[src/rtl/exp_adj_pkg.sv]
// Shared definitions for the exponent-adjust pipeline: op encodings and default widths.
package exp_adj_pkg;

  localparam int unsigned EXP_W_SP = 8;
  localparam int unsigned EXP_W_DP = 11;

  typedef enum logic {
    OP_SUB = 1'b0,
    OP_ADD = 1'b1
  } exp_op_e;

endpackage

[src/rtl/exp_adj_core.sv]
// Combinational W+1-bit exponent add/subtract with borrow/carry flags and zero detect.
// Saturation on overflow/underflow is enabled by defining EXP_ADJUST_SAT_EN; otherwise results wrap.
module exp_adj_core
  import exp_adj_pkg::*;
#(
  parameter int unsigned W  = EXP_W_SP,
  parameter int unsigned SW = 5
) (
  input  logic [W-1:0]  exp_a,
  input  logic [SW-1:0] adj_b,
  input  exp_op_e       op,
  output logic [W-1:0]  exp_y,
  output logic          uflow,
  output logic          oflow,
  output logic          zero
);

  logic [W:0] a_ext;
  logic [W:0] b_ext;
  logic [W:0] res;

  assign a_ext = {1'b0, exp_a};
  assign b_ext = {{(W + 1 - SW){1'b0}}, adj_b};

  always_comb begin
    res   = '0;
    uflow = 1'b0;
    oflow = 1'b0;
    exp_y = '0;
    unique case (op)
      OP_ADD: begin
        res   = a_ext + b_ext;
        oflow = res[W];
      end
      default: begin
        // Top bit of the extended difference is the borrow out.
        res   = a_ext - b_ext;
        uflow = res[W];
      end
    endcase
`ifdef EXP_ADJUST_SAT_EN
    if (uflow) begin
      exp_y = '0;
    end else if (oflow) begin
      exp_y = '1;
    end else begin
      exp_y = res[W-1:0];
    end
`else
    exp_y = res[W-1:0];
`endif
  end

  assign zero = (exp_y == '0);

endmodule

[src/rtl/exp_adjust_pipe.sv]
// Two-stage valid/ready exponent-adjust pipeline: S1 registers operands, S2 registers result.
// Optional saturation of the result is selected with the EXP_ADJUST_SAT_EN macro.
module exp_adjust_pipe
  import exp_adj_pkg::*;
#(
  parameter int unsigned W  = EXP_W_SP,
  parameter int unsigned SW = 5
) (
  input  logic          clk,
  input  logic          rst,
  input  logic          in_valid,
  output logic          in_ready,
  input  logic [W-1:0]  exp_a,
  input  logic [SW-1:0] adj_b,
  input  logic          op,
  output logic          out_valid,
  input  logic          out_ready,
  output logic [W-1:0]  exp_y,
  output logic          uflow,
  output logic          oflow,
  output logic          zero
);

  logic          s1_valid_q;
  logic [W-1:0]  s1_a_q;
  logic [SW-1:0] s1_b_q;
  exp_op_e       s1_op_q;

  logic          s2_valid_q;
  logic [W-1:0]  y_q;
  logic          uflow_q;
  logic          oflow_q;
  logic          zero_q;

  logic          s2_adv;
  logic [W-1:0]  core_y;
  logic          core_uflow;
  logic          core_oflow;
  logic          core_zero;

  // S2 may load whenever it is empty or its beat is leaving; S1 drains under the same condition.
  assign s2_adv   = !s2_valid_q || out_ready;
  assign in_ready = !s1_valid_q || s2_adv;

  exp_adj_core #(
    .W  (W),
    .SW (SW)
  ) u_core (
    .exp_a (s1_a_q),
    .adj_b (s1_b_q),
    .op    (s1_op_q),
    .exp_y (core_y),
    .uflow (core_uflow),
    .oflow (core_oflow),
    .zero  (core_zero)
  );

  always_ff @(posedge clk or negedge rst) begin
    if (!rst) begin
      s1_valid_q <= 1'b0;
      s1_a_q     <= '0;
      s1_b_q     <= '0;
      s1_op_q    <= OP_SUB;
    end else if (in_ready) begin
      s1_valid_q <= in_valid;
      if (in_valid) begin
        s1_a_q  <= exp_a;
        s1_b_q  <= adj_b;
        s1_op_q <= exp_op_e'(op);
      end
    end
  end

  // Result registers only move on a real S1 beat, so a stalled or drained S2 keeps its data.
  always_ff @(posedge clk or negedge rst) begin
    if (!rst) begin
      s2_valid_q <= 1'b0;
      y_q        <= '0;
      uflow_q    <= 1'b0;
      oflow_q    <= 1'b0;
      zero_q     <= 1'b1;
    end else if (s2_adv) begin
      s2_valid_q <= s1_valid_q;
      if (s1_valid_q) begin
        y_q     <= core_y;
        uflow_q <= core_uflow;
        oflow_q <= core_oflow;
        zero_q  <= core_zero;
      end
    end
  end

  assign out_valid = s2_valid_q;
  assign exp_y     = y_q;
  assign uflow     = uflow_q;
  assign oflow     = oflow_q;
  assign zero      = zero_q;

endmodule

[config.mk]
export PLATFORM = sky130hd
export DESIGN_NAME = exp_adjust_pipe
export DESIGN_NICKNAME = d
export VERILOG_FILES = /design/src/rtl/exp_adj_pkg.sv /design/src/rtl/exp_adj_core.sv /design/src/rtl/exp_adjust_pipe.sv
export SDC_FILE = /design/constraint.sdc
export NUM_CORES = 1
export LEC_CHECK = 0
export CAP_MARGIN = 20
export CORE_UTILIZATION = 25
export CTS_CLUSTER_SIZE = 28
export DETAILED_ROUTE_END_ITERATION = 10
export PLACE_DENSITY_LB_ADDON = 0.3
export SYNTH_ARGS = -nofsm -noshare
export SYNTH_HDL_FRONTEND = slang
export SYNTH_SLANG_ARGS = --single-unit
[constraint.sdc]
create_clock -name clk -period 5.8 [get_ports clk]
set_input_delay 0.87 -clock clk [delete_from_list [all_inputs] [get_ports clk]]
set_output_delay 0.87 -clock clk [all_outputs]
set_load 0.01 [all_outputs]
==> results.md, run 1 <==
- The min-delay analysis places its worst path in the category reg2reg.
- The flow ran to the end, and the final reports show no timing, DRC or antenna violations.
- In this run the core area contains 28 standard-cell rows.
- For this configuration, the core starts out at a cell density of roughly a quarter.
- Power spread over the standard cell area amounts to ~320 mW/mm².
- In the global route stage, overall resource usage came out at under 10%.
- After synthesis, the most frequently instantiated cells are 26 x sky130_fd_sc_hd__dfrtp_1, 16 x sky130_fd_sc_hd__mux2_2, 12 x sky130_fd_sc_hd__inv_1, 12 x sky130_fd_sc_hd__nand2_1, 10 x sky130_fd_sc_hd__ha_1.
- The cell taking the most area after synthesis is sky130_fd_sc_hd__dfrtp_1.
- Summing the areas of all xor and xnor instances in the mapped netlist gives 3.35% of the synthesized area.
- The post-CTS resize count is 0.
- The share of flip-flops with an asynchronous set or reset after synthesis is 100%.
- Headroom to the max-slew limit came out at approximately 61%.
- The final routed wirelength across all metal layers is approximately 2.7 mm.
- Input and output buffers added on the ports amount to 30.
- The die height is slightly above 80 µm.
- After global routing the overflow that remains totals 0.
- Summed over all cells, the static leakage comes to a little over 0.8 nW.
- The number of instances in the synthesized netlist is 140.
- The maximum buffer depth of the clock tree is 2.
- VDD sags by at most approximately 0.00014 V.
- At the placement stage, the worst setup path has a slack of around 2.9 ns.
- The final cell utilization of the core is about a third.
- Among all flip-flop cells after synthesis, the most frequent one is sky130_fd_sc_hd__dfrtp_1.
- Detailed placement ended at an HPWL of ~2.2 mm.
- The flip-flop and latch count after synthesis is 27.
- Post-CTS timing repair inserted 0 buffers for setup.
- Compared with the post-synthesis result, the final layout area differs by 25.8%.
- The number of distinct library cell variants in the gate-level netlist after synthesis is 36.
- The final-report hold violation count is 0.
- The number of nets in the synthesized netlist is between 150 and 200.
- The net count of the finished layout is between 200 and 250.
- The width of the die is 81.2 µm.
- The congestion estimate from routability-driven global placement came to 0.762.
- The antenna diode count is 0.
- Of the cells placed in the final design, the portion with a size suffix greater than 1 is around a fifth.
- The number of global-route vias before repair is 1,072.
- The share of the Yosys chip area taken by registers is about 43%.
- The detail route stage leaves a number of antenna-violating nets equal to 0.
- The total number of clock tree sinks is 27.
- The number of buffers created by CTS is 3.
- The slew of the pin with the lowest slew margin is between 0.5 and 0.6 ns.
- Traced cell by cell, the critical path runs through clkdlybuf4s50_1, nand3b_1, clkdlybuf4s50_1.
- Overall power consumption after layout is estimated at between 0.6 and 0.7 mW.
- The first global-routing pass estimated 4.86 mm of wire.
- After detailed routing, the number of vias per cell comes to roughly 4.3.
- Static timing analysis puts the maximum clock frequency at 346 MHz.
- After clock tree synthesis, the clock-pin slew on the worst setup and hold paths is about 0.09 ns.
- Summing the areas of all compound-gate instances in the mapped netlist gives 11.4% of the synthesized area.
- The largest driver fanout on the critical path is 3.
- The count of final max-slew check failures was 0.
- The region available for standard cell placement spans 0.00599 mm².
- In the synthesized netlist, mux cells make up 12.1% of the area.
- The H-tree depth reported by CTS is 1.
- Counting the fill cells in the layout gives 611.
- The adder-cell area share of the yosys netlist is a little over a tenth.
- For this run, the number of Yosys warnings is 0.
- The simple logic cell fraction of the synthesized area is 13.9%.
- Adding up every negative setup slack in the final design gives 0 ns.
- Max-cap violations in this run came to 0.
- Setup repair after global routing left no endpoint under its margin.
- The class of the most critical setup path is in2out.
- The overall via count from detail_route is approximately 1,000.
- The routed wirelength normalized by instance count is roughly 11 µm.
- The TritonCTS clock tree is built.
- The number of DRC violations after detailed-routing iteration 0 is 34.
- STA classifies the critical path endpoint as an output port.
- The data arrival time at the worst-slack endpoint is just over 2 ns.
- The initial antenna violation count is 0.
- The total area of sequential cells is 677 µm².
- The share of the clock period used by the worst path after layout is between 40 and 50%.
- At the worst endpoint, the required time is between 4 and 5 ns.
- The kind of start point of the critical path is an input pin.
- Among all cell types in the netlist, the one instantiated most often is sky130_fd_sc_hd__dfrtp_1.
- The cell chosen for the clock root is sky130_fd_sc_hd__clkbuf_8.
- The area of the mapped netlist is ~0.0016 mm².
- Counting stages on the worst path, the most repeated cell is sky130_fd_sc_hd__clkdlybuf4s50_1.
- For this run, the slowest stage of the critical path takes roughly 0.55 ns.
- The cell with the largest stage delay on the worst path is sky130_fd_sc_hd__clkdlybuf4s50_1.
- Across all setup checks in the final design, the least slack found is 2.91 ns.
- The clock period minus worst slack is 2.89 ns.
- After detailed routing, the number of remaining DRC violations is 0.
- In the final layout, the multi-input gates occupy a little over 800 µm².
- The dominant combinational cell family by area after synthesis is simple AND/OR/NAND/NOR gates.
- By area the synthesized netlist is led by sky130_fd_sc_hd__dfrtp_1 41%, sky130_fd_sc_hd__mux2_2 11%, sky130_fd_sc_hd__ha_1 8.0%.
- The clock reaches the later pin of the worst-skew pair after roughly 0.27 ns.
- The worst-case clock skew is around 0.0024 ns.
- The total of hold buffers inserted after clock tree synthesis is 0.
- The number of optimization iterations in the first detailed-route pass is 3.
- Setup violations remaining at the end of the flow were counted as 0.
- Yosys mapped a number of flops with a built-in enable equal to 0.
- The largest net degree at the start of global routing is 28.
- 31 I/O pins were placed.
- A synthesized cell averages around 11 µm².
- The fraction of synthesized cell area taken by the top area cell type is 41.5%.
- The die covers about 0.0066 mm².
worst max-delay path: cells and delay by family:
| kind | cells | cell delay (ns) |
|---|---|---|
| buffers and inverters | 2 | 1.01 |
| AND/OR/NAND/NOR | 1 | 0.14 |
metal layers:
metal / vias to the layer above / routed length, µm / global-route usage [%] / share of wire, %
li1: 539 / - / - / -
met1: 480 / 1400 / 12.7 / 52
met2: 22 / 1150 / 14.6 / 43
met3: 4 / 94 / 2.02 / 3.5
met4: 0 / 39 / 4.29 / 1.5
met5: - / 0 / 0 / 0
where the power goes:
group	internal [mW]	switching, mW
clock network	0.0492	0.0568
registers	0.229	0.0293
logic	0.138	0.121
total	0.417	0.207
cell usage in the layout (no fill, tap or decap), types with 3 or more instances in the layout:
master,count
sky130_fd_sc_hd__nor2b_1,3
sky130_fd_sc_hd__xnor2_1,5
sky130_fd_sc_hd__nand2_1,12
sky130_fd_sc_hd__nand2b_1,3
sky130_fd_sc_hd__clkbuf_8,3
sky130_fd_sc_hd__mux2_2,16
sky130_fd_sc_hd__clkdlybuf4s50_1,30
sky130_fd_sc_hd__ha_1,10
sky130_fd_sc_hd__a21oi_1,6
sky130_fd_sc_hd__inv_1,12
sky130_fd_sc_hd__nor2_1,4
sky130_fd_sc_hd__dfrtp_1,26
sky130_fd_sc_hd__o21ai_0,8
sequential cells by signal, summed over array words and instances (netlist names):
| register | count |
|---|---|
| exp_y | 8 |
| s1_a_q | 8 |
| s1_b_q | 5 |
| oflow | 1 |
| out_valid | 1 |
| s1_op_q | 1 |
| s1_valid_q | 1 |
| uflow | 1 |
| zero | 1 |
layout make-up:
| cell class | count | share of cell area [%] |
|---|---|---|
| clock buffers | 4 | 2.28 |
| flip-flops and latches | 27 | 34.3 |
| well taps | 75 | 4.76 |
| inverters | 12 | 2.28 |
| multi-input cells | 96 | 40.8 |
| repair buffers | 31 | 15.6 |
kinds of logic (layout without fill, tap and decap cells):
group | count (synthesis) | count (layout)
mux | 17 | 17
buf+inv | 17 | 47
xor+xnor | 6 | 6
fa+ha+maj | 12 | 12
compound gates | 25 | 25
simple gates | 36 | 36
flops | 27 | 27
stage by stage:
step	instances	hold slack, ns	area (µm²)
after floorplan	140	0.457	1570
after global placement	241	0.462	1930
after detailed placement	241	0.471	1930
after CTS	245	0.489	1970
after global routing	245	0.510	1970
final	245	0.484	1970
worst paths after layout:
check	startpoint	end	slack [ns]	depth (start not counted)
max	out_ready	in_ready	2.91	3
min	exp_y[0]	exp_y[0]	0.48	2
max reg2reg	s1_a_q[1]	zero	3.63	8
min reg2reg	exp_y[0]	exp_y[0]	0.48	2
max in group asynchronous	rst	zero	4.53	2
min in group asynchronous	rst	exp_y[0]	0.97	2
No activity file was read; power rests on OpenSTA's default activity.
==> run 2: changes to the inputs <==
==> constraint.sdc (replaced) <==
create_clock -name clk -period 2.38 [get_ports clk]
set_input_delay 0.357 -clock clk [delete_from_list [all_inputs] [get_ports clk]]
set_output_delay 0.357 -clock clk [all_outputs]
set_load 0.01 [all_outputs]
==> run 2 against run 1 <==
  * Cell count grew 0.82%
  * Highest routed layer unchanged
  * Clock skew grew 0.00067 ns
  * Non-clock buffer count grew 2
==> results.md, run 2 (same netlist as run 1, synthesis figures left out) <==
- The insertion delay to the later sink of the worst-skew pair is between 0.2 and 0.3 ns.
- Summed over all layers, the global routing overflow is 0.
- Pin placement for this block handled 31 I/O pins.
- The number of standard cells in the final layout excluding fillers is between 200 and 250.
- The worst setup slack after placement is between 0.1 and 0.15 ns.
- Dividing total power by cell area gives a power density of 774 mW/mm².
- The die height is 81.2 µm.
- After detailed routing, the average wire length per cell comes to between 10 and 15 µm.
- The register clock-pin slew on the reported worst setup and hold paths is roughly 0.09 ns.
- The largest single stage delay on the critical path is about 0.40 ns.
- The share of total power dissipated in the clock network is between 15 and 20%.
- The placed cell area is 0.00194 mm².
- The standard-cell row count is 28.
- The worst flop-to-flop path startpoint is s1_a_q[0].
- The sort of element at the end of the critical path is a flop.
- The antenna diode count is 0.
- The largest voltage drop on the vdd net is between 0.0003 and 0.0004 V.
- Headroom to the max-slew limit came out at 77.8%.
- At the pin with the least slew margin, the transition time is between 0.3 and 0.4 ns.
- The first global-routing pass estimated 5.09 mm of wire.
- Measured on the finished design, the core utilization comes to 33.3%.
- The initial antenna violation count is 0.
- After detailed routing, the number of vias per cell comes to roughly 4.4.
- The count of final max-slew check failures came to 0.
- The full die area is approximately 0.0066 mm².
- After detailed routing, the number of remaining DRC violations is 0.
- The clock period minus worst slack is approximately 2.1 ns.
- Max-cap violations in this run came to 0.
- The tree is rooted in a sky130_fd_sc_hd__clkbuf_8.
- At the worst endpoint, the arrival time is between 2 and 2.5 ns.
- The number of clock buffers added by TritonCTS is 3.
- Setup slack on the critical path of the routed design comes to around 0.25 ns.
- The most common library cell in the layout ignoring fill and taps is sky130_fd_sc_hd__clkdlybuf4s50_1.
- The largest driver fanout on the critical path is 3.
- The cell with the largest stage delay on the worst path is sky130_fd_sc_hd__fa_1.
- The width of the die is 81.2 µm.
- The net switching component of the power is 0.523 mW.
- The half-perimeter wire length after placement is roughly 2.3 mm.
- The share of final-layout standard cells stronger than drive strength 1 is ~22%.
- The final critical path takes up between 80% and 90% of the cycle.
- The setup TNS is 0 ns.
- The combined global-route utilization of all metal layers is 10.0%.
- The number of buffers and inverters on the critical path is 1.
- For the final database, setup skew stands at roughly 0.0031 ns.
- The final-report hold violation count is 0.
- The internal power of the cells is between 1 and 1.5 mW.
- The final routed wirelength across all metal layers is between 2 and 3 mm.
- Traced cell by cell, the critical path runs through ha_1, inv_1, fa_1, nor3_2, nor3_1, a21oi_1, xnor2_1, nand4_1, o31ai_2.
- The switching fraction of total power is approximately a third.
- Data on the critical path is required at its endpoint by ~2.6 ns.
- Detailed routing inserted a total of around 1,100 vias.
- Combinational logic burns 42.0% of the power.
- Timing would allow up to 470 MHz.
- After routing the design area is 0.00199 mm².
- The cell family contributing the most delay on the critical path is adder cells.
- Once placement completed, the tool counted placed cells totaling approximately 240.
- The setup violation total in the final timing report is 0.
- TritonCTS built the clock tree.
- The total of hold buffers inserted after clock tree synthesis is 0.
- The timing startpoint of the critical path is s1_a_q[0].
- Entering global routing, the biggest net connects 28 pins.
- The core region is between 0.005 and 0.006 mm².
- The proportion of power drawn by flip-flops and latches is 41.0%.
- The analysis attributes to cell leakage a power of 0.840 nW.
- The fill cell instance count of the final layout is roughly 600.
- The post-route antenna net violation count is 0.
- The kind of start point of the critical path is a flop.
- Setup repair after global routing left no endpoint under its margin.
- The area growth from synthesis to layout is 27.1%.
- The count of buffers added on input and output ports is 30.
- The post-CTS setup buffer count is 0.
- In the layout the commonest cells are 30 x sky130_fd_sc_hd__clkdlybuf4s50_1, 26 x sky130_fd_sc_hd__dfrtp_1, 16 x sky130_fd_sc_hd__mux2_2.
- The class of the tightest hold or removal check is in2async.
- Routability-driven placement finished with a final weighted congestion of approximately 0.73.
- The clock net in this run drives a total of 27 sinks.
- In this run the number of H-tree levels came out at 1.
- Once the floorplan was initialized, standard cells occupied 26.2% of the core.
- The number of DRC violations after detailed-routing iteration 0 is 31.
- No sink is reached through more buffers than the 2 on the longest clock path.
- The class of the most critical setup path is reg2reg.
- At the end of the flow, the number of nets in the layout was 203.
- The number of global-route vias before repair is ~1,100.
- For this run, the detailed router's first-pass iteration total came to 4.
- The flow ran to the end, and the final reports show no timing, DRC or antenna violations.
-- run 2: cell count changes in the layout (fill, tap and decap cells not counted) --
cell,before,now
sky130_fd_sc_hd__clkbuf_1,1,0
sky130_fd_sc_hd__clkinv_2,0,1
sky130_fd_sc_hd__nor3_1,2,1
sky130_fd_sc_hd__nor3_2,1,2
sky130_fd_sc_hd__buf_4,1,3
-- run 2: per-stage QoR --
stage | power [mW] | hold slack [ns]
floorplan | 1.05 | 0.0614
global placement | 1.29 | 0.464
detailed placement | 1.30 | 0.473
CTS | 1.56 | 0.470
global route | 1.67 | 0.473
finish | 1.54 | 0.449
-- run 2: path summary, 6_finish.rpt --
path                       cells after the start  slack (ns)   endpoint
min in group clk                               2        0.49   exp_y[3]
max reg2reg                                    9        0.25       zero
max in group asynchronous                      2        1.63       zero
max                                            9        0.25       zero
min reg2reg                                    2        0.49   exp_y[3]
min                                            2        0.45  out_valid
-- run 2: timing repair --
action / in CTS / in global routing
resized for setup: 0 / 1
endpoints found under the setup margin: 0 / 1
endpoints found under the hold margin: 0 / 0
-- run 2: power groups by stage --
stage / Combinational, mW / Sequential, mW / Clock (mW)
2_1_floorplan: 0.396 / 0.657 / 0
3_3_place_gp: 0.645 / 0.642 / 0
3_5_place_dp: 0.654 / 0.645 / 0
4_1_cts: 0.657 / 0.635 / 0.269
5_1_grt: 0.734 / 0.651 / 0.289
6_report: 0.648 / 0.632 / 0.263
-- run 2: layout make-up --
| class | instances | area, µm² | share of cell area, % |
|---|---|---|---|
| multi-input cells | 96 | 810 | 40.6 |
| flip-flops and latches | 27 | 677 | 33.9 |
| repair buffers | 33 | 323 | 16.2 |
| well taps | 75 | 93.8 | 4.71 |
| inverters | 12 | 45.0 | 2.26 |
| clock buffers | 3 | 41.3 | 2.07 |
| clock inverters | 1 | 5.00 | 0.251 |
-- run 2: worst reg2reg max path, cell delays in order, from the launching register on --
cell                      delay [ns]
sky130_fd_sc_hd__dfrtp_1        0.38
sky130_fd_sc_hd__ha_1           0.19
sky130_fd_sc_hd__inv_1          0.06
sky130_fd_sc_hd__fa_1           0.40
sky130_fd_sc_hd__nor3_2         0.20
sky130_fd_sc_hd__nor3_1         0.11
sky130_fd_sc_hd__a21oi_1        0.18
sky130_fd_sc_hd__xnor2_1        0.18
sky130_fd_sc_hd__nand4_1        0.15
sky130_fd_sc_hd__o31ai_2        0.19
-- run 2: per-layer routing --
metal  routed length (µm)  track usage (%)  vias up  share of wire (%)
li1                     -                -      545                  -
met1                 1410             13.6      518                 50
met2                 1290             15.9       21                 45
met3                  132             1.80        2                4.6
met5                    0                0        -                  0
met4                   15             3.75        0               0.53
==> run 3: changes to the inputs <==
--- a/config.mk
+++ b/config.mk
@@ -6,6 +6,7 @@
 export NUM_CORES = 1
 export LEC_CHECK = 0
 export CAP_MARGIN = 20
+export CORE_ASPECT_RATIO = 0.6
 export CORE_UTILIZATION = 25
 export CTS_CLUSTER_SIZE = 28
 export DETAILED_ROUTE_END_ITERATION = 10
==> run 3 against run 2 <==
  * Count of clock-buffer cells in the layout unchanged
  * Clock skew barely moved
  * Register-to-register slack worse by 0.05 ns
  * Combinational power grew 2%
  * Sequential share of layout area decreased by 0.15 points
  * Setup slack worse by 0.051 ns
  * Cell count increased by 2.0%
  * Clock power about the same
  * Critical path depth increased by 1
  * Via count decreased by 1.0%
  * Critical path type unchanged
==> results.md, run 3 (same netlist as run 1, synthesis figures left out) <==
- The maximum buffer depth of the clock tree is 2.
- Global routing used 10.3% of the available tracks across all layers.
- The global-route wire length before repair is about 5.4 mm.
- The library cells used most frequently in the layout, excluding fill and tap cells, are 30 x sky130_fd_sc_hd__clkdlybuf4s50_1, 26 x sky130_fd_sc_hd__dfrtp_1, 16 x sky130_fd_sc_hd__mux2_2.
- The largest driver fanout on the critical path is 3.
- The final-report hold violation count is 0.
- The class of the most critical setup path is reg2reg.
- The number of global-route vias before repair is 1,057.
- The tool flagged a number of max-cap violations equal to 0.
- Leaving out fill and tap cells, the most frequent cell in the layout is sky130_fd_sc_hd__clkdlybuf4s50_1.
- After detailed routing, the total wire length is 3.16 mm.
- Summed over all cells, the static leakage comes to roughly 0.84 nW.
- The kind of start point of the critical path is a flop.
- The standard-cell row count is 21.
- The total of buffers placed on input and output ports is 30.
- The overall via count from detail_route is around 1,100.
- The largest voltage drop on the vdd net is 0.000272 V.
- CTS saw 27 sinks.
- The number of buffers created by CTS is 3.
- Once the floorplan was initialized, standard cells occupied a little over a quarter of the core.
- After clock tree synthesis, the setup repair step added 0 buffers.
- In this run the worst setup path begins at s1_a_q[0].
- The sort of element at the end of the critical path is a flop.
- The setup TNS is 0 ns.
- The data arrival time at the worst-slack endpoint is approximately 2.4 ns.
- The die height is between 60 and 70 µm.
- The width of the die is between 100 and 150 µm.
- The die covers 0.00661 mm².
- The number of DRC violations after detailed-routing iteration 0 is 37.
- The clock network power share is about 17%.
- In this run the critical register-to-register path is launched from s1_a_q[0].
- Of the total power, the share spent switching nets is a little over a third.
- The detailed router used layers up to and including met4.
- The flow ran to the end, and the final reports show no timing, DRC or antenna violations.
- After layout, the minimum clock period comes to between 2 and 2.5 ns.
- In the final routing, the length of wire on met1 measures 1.81 mm.
- The initial antenna violation count is 0.
- The half-perimeter wire length after placement is roughly 2.5 mm.
- The path class of the tightest hold or removal check is in2async.
- The cell sitting at the root of the clock tree is a sky130_fd_sc_hd__clkbuf_8.
- The timing-limited maximum frequency is ~460 MHz.
- In this run the power density over the cells is approximately 800 mW/mm².
- The amount of wire on met3 after detailed routing is between 150 and 200 µm.
- After detailed routing, the met2 layer carries approximately 1.2 mm of wire.
- Clock-pin slew was measured on the worst setup and hold paths at roughly 0.090 ns.
- Sequential cells account for 40.8% of the total power.
- The share of the clock period used by the worst path after layout is 91.6%.
- The clock arrives with about 0.0031 ns of skew.
- The repair_antennas step left the layout with diodes totalling 0.
- TritonCTS built the clock tree.
- The share of final-layout standard cells stronger than drive strength 1 is around 22%.
- Setup repair after global routing left no endpoint under its margin.
- The net switching component of the power is around 0.54 mW.
- The data required time at the worst endpoint is 2.57 ns.
- The total overflow left after global routing is 0.
- The routed wirelength normalized by instance count is ~13 µm.
- Hold timing on the final database bottoms out at a slack of 0.457 ns.
- In the routed design, unresolved DRC markers number 0.
- The total area of sequential cells is around 680 µm².
- The number of optimization iterations in the first detailed-route pass is 4.
- The slew of the pin with the lowest slew margin is approximately 0.35 ns.
- The standard cell core area is slightly below 0.006 mm².
- Entering global routing, the biggest net connects 28 pins.
- The count of final max-slew check failures is 0.
- The vias per cell is about 4.3.
- The total of hold buffers inserted after clock tree synthesis is 0.
- The number of nets in the final layout is slightly above 200.
- Once the clock tree was built, the resizer swapped 0 gates to a different size.
- The combinational share of power is approximately 42%.
- The post-route antenna net violation count is 0.
- Relative to the synthesized area, the layout overhead comes to 27.7%.
- The area of the multi-input gates is 812 µm².
- The relative max-transition margin is 76.5%.
- The setup violation total in the final timing report is 0.
- The routability-driven placement congestion ratio is 0.773.
- The internal power of the cells is between 1 and 1.5 mW.
- During I/O placement, the number of pins put on the boundary was 31.
- After filler insertion, the fill cell instance count of the layout stands at 586.
- In this run the number of H-tree levels came out at 1.
- For the worst-skew pair, the clock arrives at the later sink with an insertion delay of between 0.2 and 0.3 ns.
## run 3: cell counts in the layout (fill, tap and decap cells not counted)
No cell type changed its count.
## run 3: worst max-delay path, stage by stage (launching register included)
cell and delay [ns]:
sky130_fd_sc_hd__dfrtp_1 0.41, sky130_fd_sc_hd__inv_1 0.07, sky130_fd_sc_hd__ha_1 0.17, sky130_fd_sc_hd__inv_1 0.07
sky130_fd_sc_hd__fa_1 0.37, sky130_fd_sc_hd__nand3_1 0.10, sky130_fd_sc_hd__a21oi_1 0.10, sky130_fd_sc_hd__o211ai_1 0.27
sky130_fd_sc_hd__xnor2_1 0.20, sky130_fd_sc_hd__nand4_1 0.15, sky130_fd_sc_hd__o31ai_2 0.20
## run 3: layout make-up
type	count	share of cell area [%]
Multi-Input combinational cell	96	40.5
Clock buffer	3	2.06
Clock inverter	1	0.250
Tap cell	80	5.00
Timing Repair Buffer	33	16.1
Sequential cell	27	33.8
Inverter	12	2.25
## run 3: power by group through the flow
| stage | registers, mW | clock network [mW] | logic (mW) |
|---|---|---|---|
| 2_1_floorplan | 0.657 | 0 | 0.396 |
| 3_3_place_gp | 0.646 | 0 | 0.656 |
| 3_5_place_dp | 0.650 | 0 | 0.664 |
| 4_1_cts | 0.640 | 0.279 | 0.667 |
| 5_1_grt | 0.657 | 0.289 | 0.730 |
| 6_report | 0.639 | 0.263 | 0.664 |
## run 3: per-layer routing
layer	vias up	GRT usage, %
li1	541	-
met1	504	15.9
met2	28	14.0
met3	2	3.52
met4	0	1.07
met5	-	0
## run 3: path summary, 6_finish.rpt
check                       endpoint  cells past startpoint  slack (ns)
min                        s1_b_q[0]                      2        0.46
max                             zero                     10        0.20
max in group asynchronous       zero                      2        1.62
min in group clk            exp_y[6]                      2        0.48
min reg2reg                 exp_y[6]                      2        0.48
max reg2reg                     zero                     10        0.20
## run 3: through the flow
step / setup WS, ns / cells / instance area [µm²] / utilization [%] / power, mW
6_report: 0.200 / 252 / 2000 / 34.5 / 1.57
5_1_grt: 0.0237 / 252 / 2000 / 34.5 / 1.68
4_1_cts: 0.129 / 252 / 2000 / 34.4 / 1.59
3_5_place_dp: 0.152 / 248 / 1950 / 33.6 / 1.31
3_3_place_gp: 0.203 / 248 / 1950 / 33.6 / 1.30
2_1_floorplan: 0.468 / 140 / 1570 / - / 1.05
